### src/rtl/punc_datapath_if.sv
// Memory bus between the PUnC datapath and its asynchronous-read,
// synchronous-write 16-bit memory.
interface punc_datapath_if;
    logic [15:0] mem_rd_addr;
    logic [15:0] mem_rd_data;
    logic [15:0] mem_wr_addr;
    logic [15:0] mem_wr_data;
    logic        mem_wr;

    modport master (
        output mem_rd_addr,
        output mem_wr_addr,
        output mem_wr_data,
        output mem_wr,
        input  mem_rd_data
    );

    modport slave (
        input  mem_rd_addr,
        input  mem_wr_addr,
        input  mem_wr_data,
        input  mem_wr,
        output mem_rd_data
    );
endinterface

### src/rtl/punc_datapath.sv
// PUnC LC3 datapath: PC, IR, 8x16 register file, ALU, NZP flags and
// the LDI pointer register, driven by one-cycle control vectors.
module punc_datapath (
    input  logic        clk,
    input  logic        rst,
    input  logic        mem_w_en,
    input  logic [1:0]  mem_w_addr_sel,
    input  logic        mem_w_data_sel,
    input  logic [1:0]  mem_r_addr_sel,
    input  logic        rf_w_en,
    input  logic        rf_w_addr_sel,
    input  logic [1:0]  rf_w_data_sel,
    input  logic        rf_r0_addr_sel,
    input  logic        rf_r1_addr_sel,
    input  logic        ir_ld,
    input  logic        pc_ld,
    input  logic        pc_clr,
    input  logic        pc_inc,
    input  logic [1:0]  pc_ld_data_sel,
    input  logic [2:0]  alu_sel,
    input  logic        cond_ld,
    input  logic        cond_ld_data_sel,
    input  logic        ldi_reg_ld,
    punc_datapath_if.master bus,
    output logic [15:0] ir,
    output logic        n,
    output logic        z,
    output logic        p,
    output logic [15:0] pc_dbg
);

    logic [15:0] pc;
    logic [15:0] ldi_reg;
    logic [15:0] rf [8];

    logic [15:0] sext5, sext6, sext9, sext11;
    logic [15:0] pc_off9;
    logic [2:0]  r0_addr, r1_addr, w_addr;
    logic [15:0] r0, r1;
    logic [15:0] alu;
    logic [15:0] wdata;
    logic [15:0] flag_src;
    logic [15:0] pc_next;

    // Both data-select codes pick r0; the input is kept for the FSM's benefit.
    logic unused_w_data_sel;
    assign unused_w_data_sel = mem_w_data_sel;

    assign sext5  = {{11{ir[4]}}, ir[4:0]};
    assign sext6  = {{10{ir[5]}}, ir[5:0]};
    assign sext9  = {{7{ir[8]}}, ir[8:0]};
    assign sext11 = {{5{ir[10]}}, ir[10:0]};
    assign pc_off9 = pc + sext9;

    assign r0_addr = rf_r0_addr_sel ? ir[11:9] : ir[8:6];
    assign r1_addr = rf_r1_addr_sel ? ir[8:6] : ir[2:0];
    assign w_addr  = rf_w_addr_sel ? 3'd7 : ir[11:9];
    assign r0 = rf[r0_addr];
    assign r1 = rf[r1_addr];

    always_comb begin
        case (alu_sel)
            3'd0:    alu = r0 + r1;
            3'd1:    alu = r0 + sext5;
            3'd2:    alu = r0 & r1;
            3'd3:    alu = r0 & sext5;
            3'd4:    alu = ~r0;
            3'd5:    alu = r0;
            default: alu = '0;
        endcase
    end

    always_comb begin
        case (rf_w_data_sel)
            2'd0:    wdata = alu;
            2'd1:    wdata = bus.mem_rd_data;
            2'd2:    wdata = pc;
            default: wdata = pc_off9;
        endcase
    end

    always_comb begin
        case (mem_r_addr_sel)
            2'd0:    bus.mem_rd_addr = pc;
            2'd1:    bus.mem_rd_addr = pc_off9;
            2'd2:    bus.mem_rd_addr = r0 + sext6;
            default: bus.mem_rd_addr = ldi_reg;
        endcase
    end

    // STI takes its target address straight from the word read this cycle.
    always_comb begin
        case (mem_w_addr_sel)
            2'd0:    bus.mem_wr_addr = pc_off9;
            2'd1:    bus.mem_wr_addr = r1 + sext6;
            2'd2:    bus.mem_wr_addr = bus.mem_rd_data;
            default: bus.mem_wr_addr = '0;
        endcase
    end

    assign bus.mem_wr_data = r0;
    assign bus.mem_wr      = mem_w_en;

    always_comb begin
        pc_next = pc;
        if (pc_clr) begin
            pc_next = '0;
        end else if (pc_ld) begin
            case (pc_ld_data_sel)
                2'd0:    pc_next = pc_off9;
                2'd1:    pc_next = r0;
                2'd2:    pc_next = pc + sext11;
                default: pc_next = pc;
            endcase
        end else if (pc_inc) begin
            pc_next = pc + 16'd1;
        end
    end

    assign flag_src = cond_ld_data_sel ? wdata : alu;

    always_ff @(posedge clk) begin
        if (rst) begin
            pc      <= '0;
            ir      <= '0;
            ldi_reg <= '0;
            n       <= 1'b0;
            z       <= 1'b1;
            p       <= 1'b0;
            for (int i = 0; i < 8; i++) rf[i] <= '0;
        end else begin
            pc <= pc_next;
            if (ir_ld) ir <= bus.mem_rd_data;
            if (ldi_reg_ld) ldi_reg <= bus.mem_rd_data;
            if (rf_w_en) rf[w_addr] <= wdata;
            if (cond_ld) begin
                n <= flag_src[15];
                z <= (flag_src == 16'd0);
                p <= !flag_src[15] && (flag_src != 16'd0);
            end
        end
    end

    assign pc_dbg = pc;

endmodule
### src/flat_wrapper.sv
// flat-port wrapper written by rule: the top's interface ports become plain ports
module punc_datapath_flat 
  (clk, rst, mem_w_en, mem_w_addr_sel, mem_w_data_sel, mem_r_addr_sel, rf_w_en, rf_w_addr_sel, rf_w_data_sel, rf_r0_addr_sel, rf_r1_addr_sel, ir_ld, pc_ld, pc_clr, pc_inc, pc_ld_data_sel, alu_sel, cond_ld, cond_ld_data_sel, ldi_reg_ld, ir, n, z, p, pc_dbg, bus_mem_rd_addr, bus_mem_wr_addr, bus_mem_wr_data, bus_mem_wr, bus_mem_rd_data);
  punc_datapath_if bus_i ();
  input  logic clk;
  input  logic rst;
  input  logic mem_w_en;
  input  logic [1:0] mem_w_addr_sel;
  input  logic mem_w_data_sel;
  input  logic [1:0] mem_r_addr_sel;
  input  logic rf_w_en;
  input  logic rf_w_addr_sel;
  input  logic [1:0] rf_w_data_sel;
  input  logic rf_r0_addr_sel;
  input  logic rf_r1_addr_sel;
  input  logic ir_ld;
  input  logic pc_ld;
  input  logic pc_clr;
  input  logic pc_inc;
  input  logic [1:0] pc_ld_data_sel;
  input  logic [2:0] alu_sel;
  input  logic cond_ld;
  input  logic cond_ld_data_sel;
  input  logic ldi_reg_ld;
  output logic [15:0] ir;
  output logic n;
  output logic z;
  output logic p;
  output logic [15:0] pc_dbg;
  output wire logic [$bits(bus_i.mem_rd_addr)-1:0] bus_mem_rd_addr;
  output wire logic [$bits(bus_i.mem_wr_addr)-1:0] bus_mem_wr_addr;
  output wire logic [$bits(bus_i.mem_wr_data)-1:0] bus_mem_wr_data;
  output wire logic [$bits(bus_i.mem_wr)-1:0] bus_mem_wr;
  input wire logic [$bits(bus_i.mem_rd_data)-1:0] bus_mem_rd_data;
  assign bus_mem_rd_addr = bus_i.mem_rd_addr;
  assign bus_mem_wr_addr = bus_i.mem_wr_addr;
  assign bus_mem_wr_data = bus_i.mem_wr_data;
  assign bus_mem_wr = bus_i.mem_wr;
  assign bus_i.mem_rd_data = bus_mem_rd_data;
  punc_datapath u_core (.clk(clk), .rst(rst), .mem_w_en(mem_w_en), .mem_w_addr_sel(mem_w_addr_sel), .mem_w_data_sel(mem_w_data_sel), .mem_r_addr_sel(mem_r_addr_sel), .rf_w_en(rf_w_en), .rf_w_addr_sel(rf_w_addr_sel), .rf_w_data_sel(rf_w_data_sel), .rf_r0_addr_sel(rf_r0_addr_sel), .rf_r1_addr_sel(rf_r1_addr_sel), .ir_ld(ir_ld), .pc_ld(pc_ld), .pc_clr(pc_clr), .pc_inc(pc_inc), .pc_ld_data_sel(pc_ld_data_sel), .alu_sel(alu_sel), .cond_ld(cond_ld), .cond_ld_data_sel(cond_ld_data_sel), .ldi_reg_ld(ldi_reg_ld), .bus(bus_i), .ir(ir), .n(n), .z(z), .p(p), .pc_dbg(pc_dbg));
endmodule
### config.mk
export PLATFORM = sky130hd
export DESIGN_NAME = punc_datapath_flat
export DESIGN_NICKNAME = d
export VERILOG_FILES = /design/src/rtl/punc_datapath_if.sv /design/src/rtl/punc_datapath.sv /design/src/flat_wrapper.sv
export SDC_FILE = /design/constraint.sdc
export NUM_CORES = 1
export LEC_CHECK = 0
export ABC_CLOCK_PERIOD_IN_PS = 14360
export BUFFER_PORTS_ARGS = -buffer_cell sky130_fd_sc_hd__buf_2
export CORE_MARGIN = 2
export CORE_UTILIZATION = 35
export DETAILED_ROUTE_END_ITERATION = 6
export HOLD_SLACK_MARGIN = 0.1
export PLACE_DENSITY = 0.63
export SYNTH_ARGS = -nofsm -noshare
export SYNTH_HDL_FRONTEND = slang
export SYNTH_SLANG_ARGS = --single-unit
### constraint.sdc
create_clock -name clk -period 14.36 [get_ports clk]
set_clock_uncertainty 0.2 [all_clocks]
set_input_delay 0.718 -clock clk [delete_from_list [all_inputs] [get_ports clk]]
set_output_delay 0.718 -clock clk [all_outputs]
set_load 0.02 [all_outputs]
==> summary.md <==
| Metric | Value |
|---|---|
| Status | `finished with violations` |
| Violated checks | `DRC` |
| Initial core utilization | `between 30% and 40%` |
| Leading cell types in the layout, fill and taps excluded | `275 x nor2_1, 128 x edfxtp_1, 122 x buf_2, 119 x a21oi_1, 119 x nand2_1` |
| I/O Buffers | `122` |
| Post-synthesis sequential area ratio | `33.3%` |
| Initial antenna violation count | `1` |
| CP Class | `input pin to output port` |
| Die H | `208 um` |
| DRC violations left | `1` |
| Startpoint types | `input pin` |
| Unrepaired setup endpoints after global routing | `false` |
| Worst reg-to-reg path cell count | `19` |
| Final WL | `50500 um` |
| Yosys warns | `0` |
| Synthesized net count | `1730` |
| Fmax | `134 MHz` |
| Final setup viols | `0` |
| Leak | `6.90 nW` |
| Worst r2r src | `u_core.ir[8]` |
| Clk slew on worst S/H paths | `around 0.060 ns` |
| Tmin final | `roughly 7.5 ns` |
| Setup TNS Final | `0 ns` |
| Final Net Count | `1798` |
| Clk_lat worst skew | `0.47 ns` |
| Setup crit end kind | `output port` |
| Drt wl/cell | `approximately 23 um` |
| Worst Hold End | `u_core.ir[13]` |
| Number of global-route vias before repair | `12700` |
| Finished Core Util | `39.7%` |
| Synth top area share | `a little over a quarter` |
| Slew Limit Fails | `0` |
| Clock sink count | `approximately 180` |
| Area of the die | `43400 um^2` |
| Slew headroom | `between 10% and 20%` |
| Post-synthesis register bit count | `179` |
| Max Fanout on Critical Path | `24` |
| Layout cell share with drive strength beyond 1 | `16.2%` |
| R2R Setup Slk | `slightly below 8 ns` |
| Largest reg by FF count | `u_core.rf` |
| WHS | `0.294 ns` |
| FF/Latch Area | `4860 um^2` |
| Cell Area, Synth | `14600 um^2` |
| DIE WIDTH | `208 um` |
| Final instance area | `around 16000 um^2` |
| WP data arrival | `between 6 and 7 ns` |
| Avg Inst Size Synth | `9.05 um^2` |
| PostCTS Resize Cnt | `0` |
| Root buf cell | `clkbuf_16` |
| Slew @ Worst Pin | `between 1 and 1.5 ns` |
| Critical Path RT | `13.44 ns` |
| Rows | `74` |
| Largest net degree at the start of global routing | `50` |
| Area grow syn2layout | `11.4%` |
| Clock Tree Buf Depth | `2` |
| CTS tree | `done` |
| Fillers | `4107` |
| First-pass GRT wire length | `76200 um` |
| Cell depth of the worst hold path | `2` |
| Core area | `41000 um^2` |
| Max reg flops | `128` |
| DRT antenna net count | `0` |
| Peak VDD IR | `97.1 uV` |
| R2R Path End | `u_core.p` |
| CTS buffer count | `17` |
| Vias per std cell | `5.93` |
| Yosys top cell by area | `edfxtp_1` |
| Placed instance area | `15700 um^2` |
| Grt total ovfl | `0` |
| GPL Wtd Cong | `between 0.9 and 1` |
| H-tree Lvls | `4` |
| Total setup buffers inserted after CTS | `0` |
| HPWL after DPL | `36600 um` |
| Max-Cap Viols | `0` |
| Drt pass-1 iters | `7` |
| Leading register cell type out of synthesis | `edfxtp_1` |
| Hold Buf Count CTS | `0` |
| Post-synth EDFFs | `128` |
| # IOs | `~130` |
| Synth area leaders | `edfxtp_1 26%, mux2i_1 7.7%, nor2_1 7.1%` |
| Commonest non-fill, non-tap cell in the layout | `nor2_1` |
| Initial DRC count | `1147` |
| Area occupied by multi-input gates | `9070 um^2` |
| Async set-reset flop share out of synthesis | `0%` |
| Min-Delay Path Class | `flop to flop` |
| Min-delay src | `u_core.ir[13]` |
| Syn Inst Count | `1615` |
| Power per cell area | `102 nW/um^2` |
| Vias | `around 13000` |
| Final hold violation count | `0` |
| Tcrit/Tclk final | `approximately 52%` |
| Synth cell types | `92` |
| Gr usage total | `a little under a quarter` |
critical path: stages:
cell	delay (ns)
buf_2	0.45
mux2i_4	0.80
mux4_2	0.60
nor2_1	0.10
a31oi_1	0.05
buf_4	0.21
ha_1	0.22
fa_1	0.41
a21o_1	0.18
a21oi_1	0.28
o21bai_1	0.12
a21oi_1	0.24
o21bai_1	0.10
a21oi_1	0.24
nor2b_1	0.10
o21a_1	0.19
o41ai_1	0.49
o21ai_0	0.22
xor2_1	0.17
mux4_2	0.46
buf_2	0.17
cell families (layout without fill, tap and decap cells):
kind of cell	count (synthesis)	in the layout	synth area share, %
and+or+nand+nor	547	547	16.7
AOI/OAI and AO/OA	404	404	18.4
DFF	179	179	33.3
muxes	175	175	16.3
buffers and inverters	172	253	4.95
adders and majority gates	75	75	6.62
xor gates and xnor gates	63	63	3.78
other	0	2	0
layout make-up:
type	count	area share (%)
Timing Repair Buffer	150	5.04
Multi-Input combinational cell	1264	55.8
Antenna cell	2	0.0308
Tap cell	532	4.09
Clock inverter	13	0.892
Sequential cell	179	29.9
Clock buffer	19	2.66
Inverter	71	1.64
metal layers:
| metal | up-vias | part of all wire [%] | track usage (%) |
|---|---|---|---|
| met5 | - | 0 | 0 |
| met4 | 0 | 2.8 | 8.31 |
| met3 | 93 | 7.2 | 3.52 |
| met2 | 571 | 49 | 40.0 |
| met1 | 6491 | 41 | 29.0 |
| li1 | 6058 | - | - |
cell usage after synthesis, types with 7 or more instances:
cell      count
o21ai_0      76
and3_1       20
clkbuf_1     67
buf_2        17
a21oi_1     119
mux2i_1     113
or2_2        10
a21o_1       18
xnor2_1      41
nand2_1     119
inv_1        70
xor2_1       22
nand2b_1     20
o22ai_1      18
mux4_2       44
a31oi_1      22
ha_1         69
nor2_1      275
mux2_2       12
buf_4         7
a22oi_1       9
nand3_1      22
o211ai_1     16
a211oi_1     24
and2_1       15
nor3_1       20
edfxtp_1    128
nor2b_1      15
o21a_1        8
a21boi_0      7
dfxtp_1      51
o21bai_1     11
worst max-delay path by stage:
stage,from,endpoint,slack (ns),cells past startpoint
detailed placement,rf_r0_addr_sel,bus_mem_rd_addr[14],6.93,21
CTS,rf_r0_addr_sel,bus_mem_rd_addr[14],6.91,21
finish,rf_r0_addr_sel,bus_mem_rd_addr[14],6.89,21
global placement,rf_r0_addr_sel,bus_mem_rd_addr[14],6.88,21
global route,rf_r0_addr_sel,bus_mem_rd_addr[14],6.48,21
floorplan,rf_r0_addr_sel,bus_mem_rd_addr[15],8.20,18
through the flow:
step	std cells	setup slack, ns	power (W)
2_1_floorplan	1615	8.20	0.00100
3_3_place_gp	2196	6.88	0.00116
3_5_place_dp	2196	6.93	0.00117
4_1_cts	2228	6.91	0.00165
5_1_grt	2228	6.48	0.00172
6_report	2230	6.89	0.00165
power breakdown:
group / switching [W] / internal (W) / leakage [nW]
clock network: 0.000226 / 0.000259 / 0.279
registers: 0.0000184 / 0.000577 / 1.74
logic: 0.000364 / 0.000211 / 4.88
Power figures use the tool's default switching activity.
